### config.mk
export PLATFORM = sky130hd
export DESIGN_NAME = game_sprite_driver
export DESIGN_NICKNAME = d
export VERILOG_FILES = /design/src/rtl/game_sprite_pkg.sv /design/src/rtl/game_sprite_edge_detect.sv /design/src/rtl/game_sprite_driver.sv
export SDC_FILE = /design/constraint.sdc
export NUM_CORES = 1
export LEC_CHECK = 0
export BUFFER_PORTS_ARGS = -buffer_cell sky130_fd_sc_hd__buf_4
export CORE_AREA = 2 2 82 84
export DETAILED_ROUTE_END_ITERATION = 16
export DIE_AREA = 0 0 84 86
export HOLD_SLACK_MARGIN = 0.1
export PLACE_DENSITY = 0.9
export RECOVER_POWER = 25
export SLEW_MARGIN = 20
export SYNTH_ARGS = -nofsm -noshare
export SYNTH_HDL_FRONTEND = slang
export SYNTH_SLANG_ARGS = --single-unit
### constraint.sdc
create_clock -name clk -period 5 [get_ports clk]
set_input_delay 0.5 -clock clk [delete_from_list [all_inputs] [get_ports clk]]
set_output_delay 0.5 -clock clk [all_outputs]
set_load 0.005 [all_outputs]
### src/rtl/game_sprite_pkg.sv
`default_nettype none
// ============================================================================
// Module      : game_sprite_pkg
// Description : Shared types, default dimensions and velocity helpers for the
//               sprite driver.
// Revision    : 1.0 - initial release
// ============================================================================
package game_sprite_pkg;

  typedef enum logic [2:0] {
    ST_IDLE     = 3'd0,
    ST_LOAD_XY  = 3'd1,
    ST_LOAD_DXY = 3'd2,
    ST_RUN      = 3'd3,
    ST_BOUNCE   = 3'd4
  } state_t;

  localparam int C_SCREEN_W = 640;
  localparam int C_SCREEN_H = 480;
  localparam int C_SPRITE_W = 8;
  localparam int C_SPRITE_H = 8;

  // Negate a w-bit two's complement value (sign-extended to 32 bits).
  // The most negative value has no positive counterpart, so it clamps to
  // the largest positive value instead of wrapping back to itself.
  function automatic logic signed [31:0] sat_neg(input logic signed [31:0] v,
                                                 input int w);
    logic signed [31:0] lo;
    logic signed [31:0] hi;
    lo = -(32'sd1 <<< (w - 1));
    hi = (32'sd1 <<< (w - 1)) - 32'sd1;
    if (v <= lo) return hi;
    return -v;
  endfunction

endpackage
`default_nettype wire

### src/rtl/game_sprite_edge_detect.sv
`default_nettype none
// ============================================================================
// Module      : game_sprite_edge_detect
// Description : Combinational screen-edge hit test for one axis. A hit means
//               the next step at the current velocity would leave the screen.
// Revision    : 1.0 - initial release
// ============================================================================
module game_sprite_edge_detect
  import game_sprite_pkg::*;
#(
  parameter int POS_WIDTH = 10,
  parameter int D_WIDTH   = 2,
  parameter int SCREEN    = 640,
  parameter int SPRITE    = 8
) (
  input  logic [POS_WIDTH-1:0] i_pos,
  input  logic [D_WIDTH-1:0]   i_d,
  output logic                 o_hit
);

  // One extra bit of headroom so position + size + step can never wrap.
  localparam logic [POS_WIDTH:0] c_sprite = (POS_WIDTH + 1)'(SPRITE);
  localparam logic [POS_WIDTH:0] c_screen = (POS_WIDTH + 1)'(SCREEN);

  logic               w_neg;
  logic               w_zero;
  logic [POS_WIDTH:0] w_pos;
  logic [POS_WIDTH:0] w_d_ext;
  logic [POS_WIDTH:0] w_mag;
  logic [POS_WIDTH:0] w_far;

  assign w_neg   = i_d[D_WIDTH-1];
  assign w_zero  = (i_d == '0);
  assign w_pos   = {1'b0, i_pos};
  assign w_d_ext = {{(POS_WIDTH + 1 - D_WIDTH){i_d[D_WIDTH-1]}}, i_d};
  assign w_mag   = -w_d_ext;
  assign w_far   = w_pos + c_sprite + w_d_ext;

  // Low edge only matters when moving backwards, high edge only when moving forwards.
  assign o_hit = (w_neg && (w_pos < w_mag)) ||
                 (!w_neg && !w_zero && (w_far > c_screen));

endmodule
`default_nettype wire

### src/rtl/game_sprite_driver.sv
`default_nettype none
// ============================================================================
// Module      : game_sprite_driver
// Description : Loads start position/velocity into the sprite controller,
//               enables motion and reverses velocity on screen-edge hits.
// Revision    : 1.0 - initial release
// ============================================================================
module game_sprite_driver
  import game_sprite_pkg::*;
#(
  parameter int X_WIDTH  = 10,
  parameter int Y_WIDTH  = 10,
  parameter int DX_WIDTH = 2,
  parameter int DY_WIDTH = 2,
  parameter int SCREEN_W = C_SCREEN_W,
  parameter int SCREEN_H = C_SCREEN_H,
  parameter int SPRITE_W = C_SPRITE_W,
  parameter int SPRITE_H = C_SPRITE_H
) (
  input  logic                clk,
  input  logic                rst_n,
  input  logic                i_start,
  input  logic                i_stop,
  input  logic [X_WIDTH-1:0]  i_start_x,
  input  logic [Y_WIDTH-1:0]  i_start_y,
  input  logic [DX_WIDTH-1:0] i_start_dx,
  input  logic [DY_WIDTH-1:0] i_start_dy,
  input  logic [X_WIDTH-1:0]  i_sprite_x,
  input  logic [Y_WIDTH-1:0]  i_sprite_y,
  output logic                o_sprite_write_xy,
  output logic                o_sprite_write_dxy,
  output logic [X_WIDTH-1:0]  o_sprite_write_x,
  output logic [Y_WIDTH-1:0]  o_sprite_write_y,
  output logic [DX_WIDTH-1:0] o_sprite_write_dx,
  output logic [DY_WIDTH-1:0] o_sprite_write_dy,
  output logic                o_sprite_enable_update,
  output logic                o_running,
  output logic                o_bounce
);

  state_t              r_state;
  logic [DX_WIDTH-1:0] r_dx;
  logic [DY_WIDTH-1:0] r_dy;
  logic                r_write_xy;
  logic                r_write_dxy;
  logic [X_WIDTH-1:0]  r_write_x;
  logic [Y_WIDTH-1:0]  r_write_y;
  logic [DX_WIDTH-1:0] r_write_dx;
  logic [DY_WIDTH-1:0] r_write_dy;
  logic                r_enable;
  logic                r_running;
  logic                r_bounce;

  logic                w_hit_x;
  logic                w_hit_y;
  logic [DX_WIDTH-1:0] w_dx_neg;
  logic [DY_WIDTH-1:0] w_dy_neg;
  logic [DX_WIDTH-1:0] w_next_dx;
  logic [DY_WIDTH-1:0] w_next_dy;

  game_sprite_edge_detect #(
    .POS_WIDTH (X_WIDTH),
    .D_WIDTH   (DX_WIDTH),
    .SCREEN    (SCREEN_W),
    .SPRITE    (SPRITE_W)
  ) u_edge_x (
    .i_pos (i_sprite_x),
    .i_d   (r_dx),
    .o_hit (w_hit_x)
  );

  game_sprite_edge_detect #(
    .POS_WIDTH (Y_WIDTH),
    .D_WIDTH   (DY_WIDTH),
    .SCREEN    (SCREEN_H),
    .SPRITE    (SPRITE_H)
  ) u_edge_y (
    .i_pos (i_sprite_y),
    .i_d   (r_dy),
    .o_hit (w_hit_y)
  );

  assign w_dx_neg  = DX_WIDTH'(sat_neg({{(32 - DX_WIDTH){r_dx[DX_WIDTH-1]}}, r_dx}, DX_WIDTH));
  assign w_dy_neg  = DY_WIDTH'(sat_neg({{(32 - DY_WIDTH){r_dy[DY_WIDTH-1]}}, r_dy}, DY_WIDTH));
  assign w_next_dx = w_hit_x ? w_dx_neg : r_dx;
  assign w_next_dy = w_hit_y ? w_dy_neg : r_dy;

  // Control FSM; every output is set on the edge that enters the state it belongs to.
  always_ff @(posedge clk or negedge rst_n) begin
    if (!rst_n) begin
      r_state     <= ST_IDLE;
      r_dx        <= '0;
      r_dy        <= '0;
      r_write_xy  <= 1'b0;
      r_write_dxy <= 1'b0;
      r_write_x   <= '0;
      r_write_y   <= '0;
      r_write_dx  <= '0;
      r_write_dy  <= '0;
      r_enable    <= 1'b0;
      r_running   <= 1'b0;
      r_bounce    <= 1'b0;
    end else begin
      r_write_xy  <= 1'b0;
      r_write_dxy <= 1'b0;
      r_bounce    <= 1'b0;
      if (i_stop) begin
        r_state   <= ST_IDLE;
        r_enable  <= 1'b0;
        r_running <= 1'b0;
      end else if (i_start) begin
        r_state    <= ST_LOAD_XY;
        r_dx       <= i_start_dx;
        r_dy       <= i_start_dy;
        r_write_xy <= 1'b1;
        r_write_x  <= i_start_x;
        r_write_y  <= i_start_y;
        r_enable   <= 1'b0;
        r_running  <= 1'b0;
      end else begin
        case (r_state)
          ST_LOAD_XY: begin
            r_state     <= ST_LOAD_DXY;
            r_write_dxy <= 1'b1;
            r_write_dx  <= r_dx;
            r_write_dy  <= r_dy;
          end
          ST_LOAD_DXY: begin
            r_state   <= ST_RUN;
            r_enable  <= 1'b1;
            r_running <= 1'b1;
          end
          ST_RUN: begin
            if (w_hit_x || w_hit_y) begin
              r_state     <= ST_BOUNCE;
              r_enable    <= 1'b0;
              r_write_dxy <= 1'b1;
              r_bounce    <= 1'b1;
              r_write_dx  <= w_next_dx;
              r_write_dy  <= w_next_dy;
              r_dx        <= w_next_dx;
              r_dy        <= w_next_dy;
            end
          end
          ST_BOUNCE: begin
            r_state  <= ST_RUN;
            r_enable <= 1'b1;
          end
          default: begin
            r_state   <= ST_IDLE;
            r_enable  <= 1'b0;
            r_running <= 1'b0;
          end
        endcase
      end
    end
  end

  assign o_sprite_write_xy      = r_write_xy;
  assign o_sprite_write_dxy     = r_write_dxy;
  assign o_sprite_write_x       = r_write_x;
  assign o_sprite_write_y       = r_write_y;
  assign o_sprite_write_dx      = r_write_dx;
  assign o_sprite_write_dy      = r_write_dy;
  assign o_sprite_enable_update = r_enable;
  assign o_running              = r_running;
  assign o_bounce               = r_bounce;

endmodule
`default_nettype wire
## Word-level counts from Yosys, hierarchy flattened

Index checks and enable logic that the tools add are counted.

- Add/subtract/negate cells: 8
- $mul: 0
- Divide/modulo/power cells: 0
- Magnitude comparators: 6
- Equality and inequality tests: 8
- Shift-type cells: 0
- Multiplexer cells: 36
- Bitwise logic cells: 2
- Reduce and logical (&&, ||, !) cells: 24

Operators with widths:

| kind | count |
|---|---|
| 2-to-1 mux 2 bit | 12 |
| adder 10 x 4 -> 11 bit (second input constant) | 2 |
| adder 11 bit | 2 |
| less-than comparator 10 x 11 -> 1 bit | 2 |
| negator 11 bit | 2 |
| 2-to-1 mux 1 bit | 15 |
| > comparator 11 x 10 -> 1 bit (second input constant) | 1 |
| > comparator 11 x 9 -> 1 bit (second input constant) | 1 |
| 2-to-1 mux 3 bit | 3 |
| case mux 3 bit (3 select lines) | 1 |
| case mux 2 bit (2 select lines) | 2 |
| equality test 3 x 2 -> 1 bit (second input constant) | 2 |
| logical AND 1 bit | 6 |
| nonzero test 2 bit | 3 |
| <= comparator 2 bit (second input constant) | 2 |
| zero test 1 bit | 4 |
| zero test 2 bit | 2 |
| inequality test 4 bit (second input constant) | 1 |
| negator 2 bit | 2 |
| case mux 1 bit (2 select lines) | 2 |
| AND reduction 2 bit | 2 |
| AND reduction 4 bit | 1 |
| equality test 3 x 1 -> 1 bit (second input constant) | 1 |
| equality test 3 bit (second input constant) | 1 |
| other kinds (9) | 12 |

- Register bits: 36
- Bits in latches: 0
- RAM bits: 0
- ROM bits: 0
- Input port bits: 48
- Output and inout port bits: 29
- Word-level logic and storage cells: 96
- Memories kept: 0

## Depth between registers and ports, before layout

- Depth after elaboration: 10
- Mapped depth: 12
- Gate-level depth less buffers: 12

## Hierarchy

From an unflattened synthesis, not the netlist that was laid out.

- Cell total of the unflattened synthesis: 324
- Area, all modules: 3254.4 um^2

Modules (own cells, without submodules):

| module | instances | cells each | area an instance (um^2) | seq. area each (um^2) |
|---|---|---|---|---|
| game_sprite_driver | 1 | 116 | 1571.5 | 900.9 |
| game_sprite_edge_detect (u_edge_y) | 1 | 109 | 870.8 | 0.0 |
| game_sprite_edge_detect (u_edge_x) | 1 | 99 | 812.0 | 0.0 |

## Least setup slack after synthesis

OpenSTA, ideal clock, no wires.

- Path kind: register to register
- Start point: register r_dx[1]
- End point: register r_write_dx[0] (netlist: o_sprite_write_dx[0])
- Library setup time: 0.125 ns
- Data arrival time: 3.394 ns
- Data required time: 4.875 ns
- Slack: 1.481 ns
- Cell stages (with the launch flop): 13
- Buffers on the path: 0
- Clock period less this slack: 3.519 ns
- Cells stage by stage: dfrtp_1 > inv_1 > ha_1 > inv_1 > ha_1 > o211ai_2 > o211a_1 > o211a_1 > or4_4 > a311oi_4 > o211a_4 > a21oi_4 > mux2_4

- Longest elaborated chain between the ends: 8
- Elaborated cells between the ends (all ways): 20
- Classes of those cells: add/sub: 2; order compare: 3; eq/ne: 1; mux: 5; reduce/logical: 9

RTL lines:

| what | line | source |
|---|---|---|
| start, declared | game_sprite_driver.sv:42 | `logic [DX_WIDTH-1:0] r_dx;` |
| start signal, assigned | game_sprite_driver.sv:113 | `r_dx <= i_start_dx;` |
| start signal, assigned | game_sprite_driver.sv:141 | `r_dx <= w_next_dx;` |
| parallel branches: the longest is 8 deep, another holds negator 11 bit | - |  |
| end signal, assigned | game_sprite_driver.sv:125 | `r_write_dx <= r_dx;` |
| end signal, assigned | game_sprite_driver.sv:139 | `r_write_dx <= w_next_dx;` |
| end, declared | game_sprite_driver.sv:48 | `logic [DX_WIDTH-1:0] r_write_dx;` |

Parallel ways; which one is timed is not known. The select of a mux whose other input is x is not followed.
A chain may end at the register's enable or synchronous reset.

## Worst setup path after layout

- Start point: register r_dy[1]
- End point: register r_dx[0]

- Longest elaborated chain between the ends: 8
- Elaborated cells between the ends (all ways): 14
- Classes of those cells: add/sub: 2; order compare: 2; reduce/logical: 10

RTL lines:

| what | line | source |
|---|---|---|
| start, declared | game_sprite_driver.sv:43 | `logic [DY_WIDTH-1:0] r_dy;` |
| start signal, assigned | game_sprite_driver.sv:114 | `r_dy <= i_start_dy;` |
| start signal, assigned | game_sprite_driver.sv:142 | `r_dy <= w_next_dy;` |
| parallel branches: the longest is 4 deep, another holds negator 11 bit | - |  |
| logical OR 1 bit (*) | game_sprite_edge_detect.sv:40 | `assign o_hit = (w_neg && (w_pos < w_mag)) \|\|` |
| logical OR 1 bit (*) | game_sprite_driver.sv:134 | `if (w_hit_x \|\| w_hit_y) begin` |
| nonzero test 2 bit (no source line) (*) | - |  |
| AND reduction 3 bit (no source line) (*) | - |  |

Mark *: on every way between the ends.

==> qor.csv <==
stage,metric,value,unit
run_status,status,"finished, violations left",
run_status,failing checks,"max-capacitance violations, max-slew violations",
final_layout,nets@finish,537,
die,Chip Height,86,um
timing,final setup TNS,0,ns
timing,fmax,247,MHz
placement,HPWL Detailed,6.55,mm
logic_synthesis,"Distinct cells, synth",58,
placement,IO buf count,76,
global_route,largest net degree at the start of global routing,37,
clock_network,Post-CTS Resized,0,
min_path,Hold Startpoint,i_stop,
timing,hold slack,0.418,ns
final_layout,area of the multi-input gates,2340,um2
clock_network,clock-pin transition on the worst setup and hold timing paths,0.08,ns
power_and_ir_drop,Reg power frac,0.278,
timing,headroom to the max-slew limit,-0.283,
final_layout,Layout fillers,493,
placement,dpl ws,1.09,ns
flow_run,max-cap viol count,1,
global_route,gr ovfl total,0,
logic_synthesis,yosys warns,0,
power_and_ir_drop,Power Density,331,nW/um2
logic_synthesis,Post-Syn Nets,459,
global_route,first-pass GRT wire length,13.7,mm
setup_path,CP Capture Type,flip-flop,
clock_network,# hold bufs at CTS,0,
logic_synthesis,"area leader, netlist",dfrtp_1,
logic_synthesis,Yosys top cell area share,0.266,
final_layout,layout cells sized above 1,0.282,
power_and_ir_drop,leakage,2.06,nW
clock_network,clock latency on the worst-skew pair,0.29,ns
placement,placed cell areas,4040,um2
placement,GPL Wtd Cong,0.941,
global_route,gr usage total,0.231,
global_route,M2 GR Usage,0.431,
routing,via count,3004,
timing,Worst-Margin Slew,1.92,ns
min_path,WHS Path Cells,2,
logic_synthesis,Async SR Flop Fraction,1.00,
power_and_ir_drop,Comb pwr share,0.535,
global_route,M1 GR Usage,0.281,
setup_path,R2R Path End,r_dx[0],
min_path,worst hold path endpoint,r_state[0],
routing,Post-DRT Antenna Nets,0,
timing,Slew Limit Fails,37,
die,die footprint,7220,um2
logic_synthesis,mapped cell area,3390,um2
timing,fin crit share,0.809,
routing,Iteration-0 DRC Markers,273,
setup_path,Worst Reg2Reg Path Length in Cells,12,
timing,final setup vio count,0,
setup_path,critical path class,reg -> reg,
setup_path,data arrival time of the critical path,4.18,ns
setup_path,CP Max Fanout,11,
routing,Wirelength per Cell,16.8,um
routing,# DRC,0,
power_and_ir_drop,Switching Fraction,0.391,
final_layout,post-route cell area,4150,um2
timing,RSZ-0062 raised after global routing,false,
clock_network,Post-CTS Setup Inserts,0,
die,Initial Util,0.540,
timing,PnR worst setup slack,0.956,ns
routing,DR vias/cell,6.02,
clock_network,CTS tree,built,
final_layout,ANT cells,0,
final_layout,Area Overhead vs Synth,22.5,%
global_route,busiest grt layer,met2,
logic_synthesis,post-synthesis sequential area ratio,0.266,
die,Die X,84,um
logic_synthesis,syn avg cell area,9.88,um2
global_route,initial antenna violation count,0,
setup_path,WP data required,5.13,ns
min_path,HP Class,in -> reg,
setup_path,Worst R2R Start,r_dy[1],
die,core box area,6280,um2
global_route,vias in the first global route,2915,
logic_synthesis,Synth area leaders,"dfrtp_1 27%, ha_1 24%, mux2_2 6.6%",
logic_synthesis,dominant register cell in the synthesized netlist,dfrtp_1,
routing,DRT Wirelength,8.38,mm
global_route,grt met3 use,0.0346,
timing,endpoints failing hold,0,
routing,TritonRoute pass-1 iters,6,
clock_network,TritonCTS Sinks,36,
die,Top Ports,77,
setup_path,register-to-register setup slack,0.96,ns
die,Cell Rows,29,
timing,min Tclk post-route,4.04,ns
clock_network,CTS root buf,clkbuf_8,
logic_synthesis,Gate Count Post-Synth,343,
clock_network,# H-tree levels,2,
power_and_ir_drop,clock power share,0.188,
logic_synthesis,number of synthesized register bits,36,
logic_synthesis,"EDFF count, synth",0,
clock_network,TritonCTS buffer count,5,
clock_network,CTS max path bufs,2,
power_and_ir_drop,VDD IR max,0.225,mV
power_and_ir_drop,P_sw,0.537,mW
power_and_ir_drop,total power,1.38,mW
final_layout,Storage cell area,901,um2
setup_path,CP Launch Type,flip-flop,
power_and_ir_drop,internal power,0.838,mW
timing,worst clock skew,0.0114,ns
==> state kept, by name, summed over array words and instances, names as in the netlist <==
register	flops
o_sprite_write_dy	2
o_running	1
o_sprite_write_dxy	1
o_sprite_write_xy	1
r_dx	2
o_bounce	1
o_sprite_write_x	10
o_sprite_write_dx	2
o_sprite_write_y	10
r_dy	2
o_sprite_enable_update	1
r_state	3
==> cell families after synthesis <==
group / Yosys count / share of synthesized area
AOI/OAI and AO/OA: 91 / 0.208
xor gates and xnor gates: 9 / 0.0233
adders and majority gates: 68 / 0.255
buffers and inverters: 41 / 0.0458
DFF: 36 / 0.266
muxes: 27 / 0.0930
and+or+nand+nor: 71 / 0.109
==> cell type report <==
cell class                 count  share of cell area
clock inverter                 3              0.0102
multi-input combinational    266               0.564
clock buffer                   5              0.0166
inverter                      36              0.0325
sequential                    36               0.217
timing repair buffer          76               0.137
tap                           77              0.0232
==> power groups by stage <==
stage	Combinational [mW]	Sequential [mW]	Clock, mW
finish	0.736	0.382	0.258
global route	0.817	0.388	0.278
CTS	0.732	0.380	0.265
global placement	0.690	0.382	0
floorplan	0.504	0.378	0
detailed placement	0.723	0.385	0
==> metal layers <==
| metal | vias to the layer above | part of all wire |
|---|---|---|
| li1 | 1437 | - |
| met1 | 1436 | 0.40 |
| met2 | 115 | 0.53 |
| met3 | 16 | 0.048 |
| met4 | 0 | 0.016 |
| met5 | - | 0 |
==> synth_stat cells (2+ instances only) <==
cell and n:
clkbuf_1 4, a21oi_1 11, ha_1 66, nor2_1 23, xor2_1 6, o211a_1 2, fa_1 2, nand2_1 8
nor3_1 5, mux2i_1 3, nand4_1 2, nand4b_1 2, or3_1 3, o22ai_1 2, and3_1 2, o2111ai_1 3
o211ai_1 9, a21o_1 8, mux2_2 20, o31ai_1 2, a2111oi_0 3, or2_2 4, nand3b_1 2, o21a_1 7
o31a_1 2, o21ai_0 12, dfrtp_1 36, a211o_1 3, xnor2_1 3, mux2_4 4, inv_1 36, nand2b_1 5
and2_1 2, a211oi_1 4, a221oi_1 2, nand3_1 6, a31oi_1 4, a41oi_1 2, nor2b_1 4
==> critical path, stage by stage, from the launching register on <==
cell and delay, ns:
dfrtp_1 0.61, inv_1 0.22, ha_1 0.33, inv_1 0.04
ha_1 0.33, and3_1 0.21, a2111oi_2 0.48, o211ai_1 0.15
xor2_1 0.17, o21ai_0 0.55, o211ai_1 0.28, a21oi_1 0.38
a221oi_1 0.13
==> how the worst max path moves through the flow <==
stage	from	slack [ns]	cells past startpoint	to
floorplan	r_dx[1]	1.48	12	o_sprite_write_dx[0]
global placement	r_dx[1]	1.21	12	r_dx[0]
detailed placement	r_dx[1]	1.09	12	r_dx[0]
CTS	r_dx[1]	1.05	12	r_dx[0]
global route	r_dx[1]	0.69	12	r_dx[0]
finish	r_dy[1]	0.96	12	r_dx[0]
==> layout by cell type, fill, tap and decap left out, types with 5 or more instances in the layout <==
master / n
a21o_1: 8
nand3_1: 6
o21a_1: 7
nor2_1: 22
nand2_1: 8
dfrtp_1: 36
inv_1: 36
nand2b_1: 5
clkbuf_8: 5
o21ai_0: 12
a21oi_1: 11
xor2_1: 6
o211ai_1: 9
mux2_2: 20
buf_4: 75
ha_1: 66
nor3_1: 5
==> metrics by stage <==
step | util | cells
floorplan | - | 343
global placement | 0.643 | 491
detailed placement | 0.644 | 491
CTS | 0.662 | 499
global route | 0.661 | 499
finish | 0.661 | 499
(Power assumes the default switching activity.)
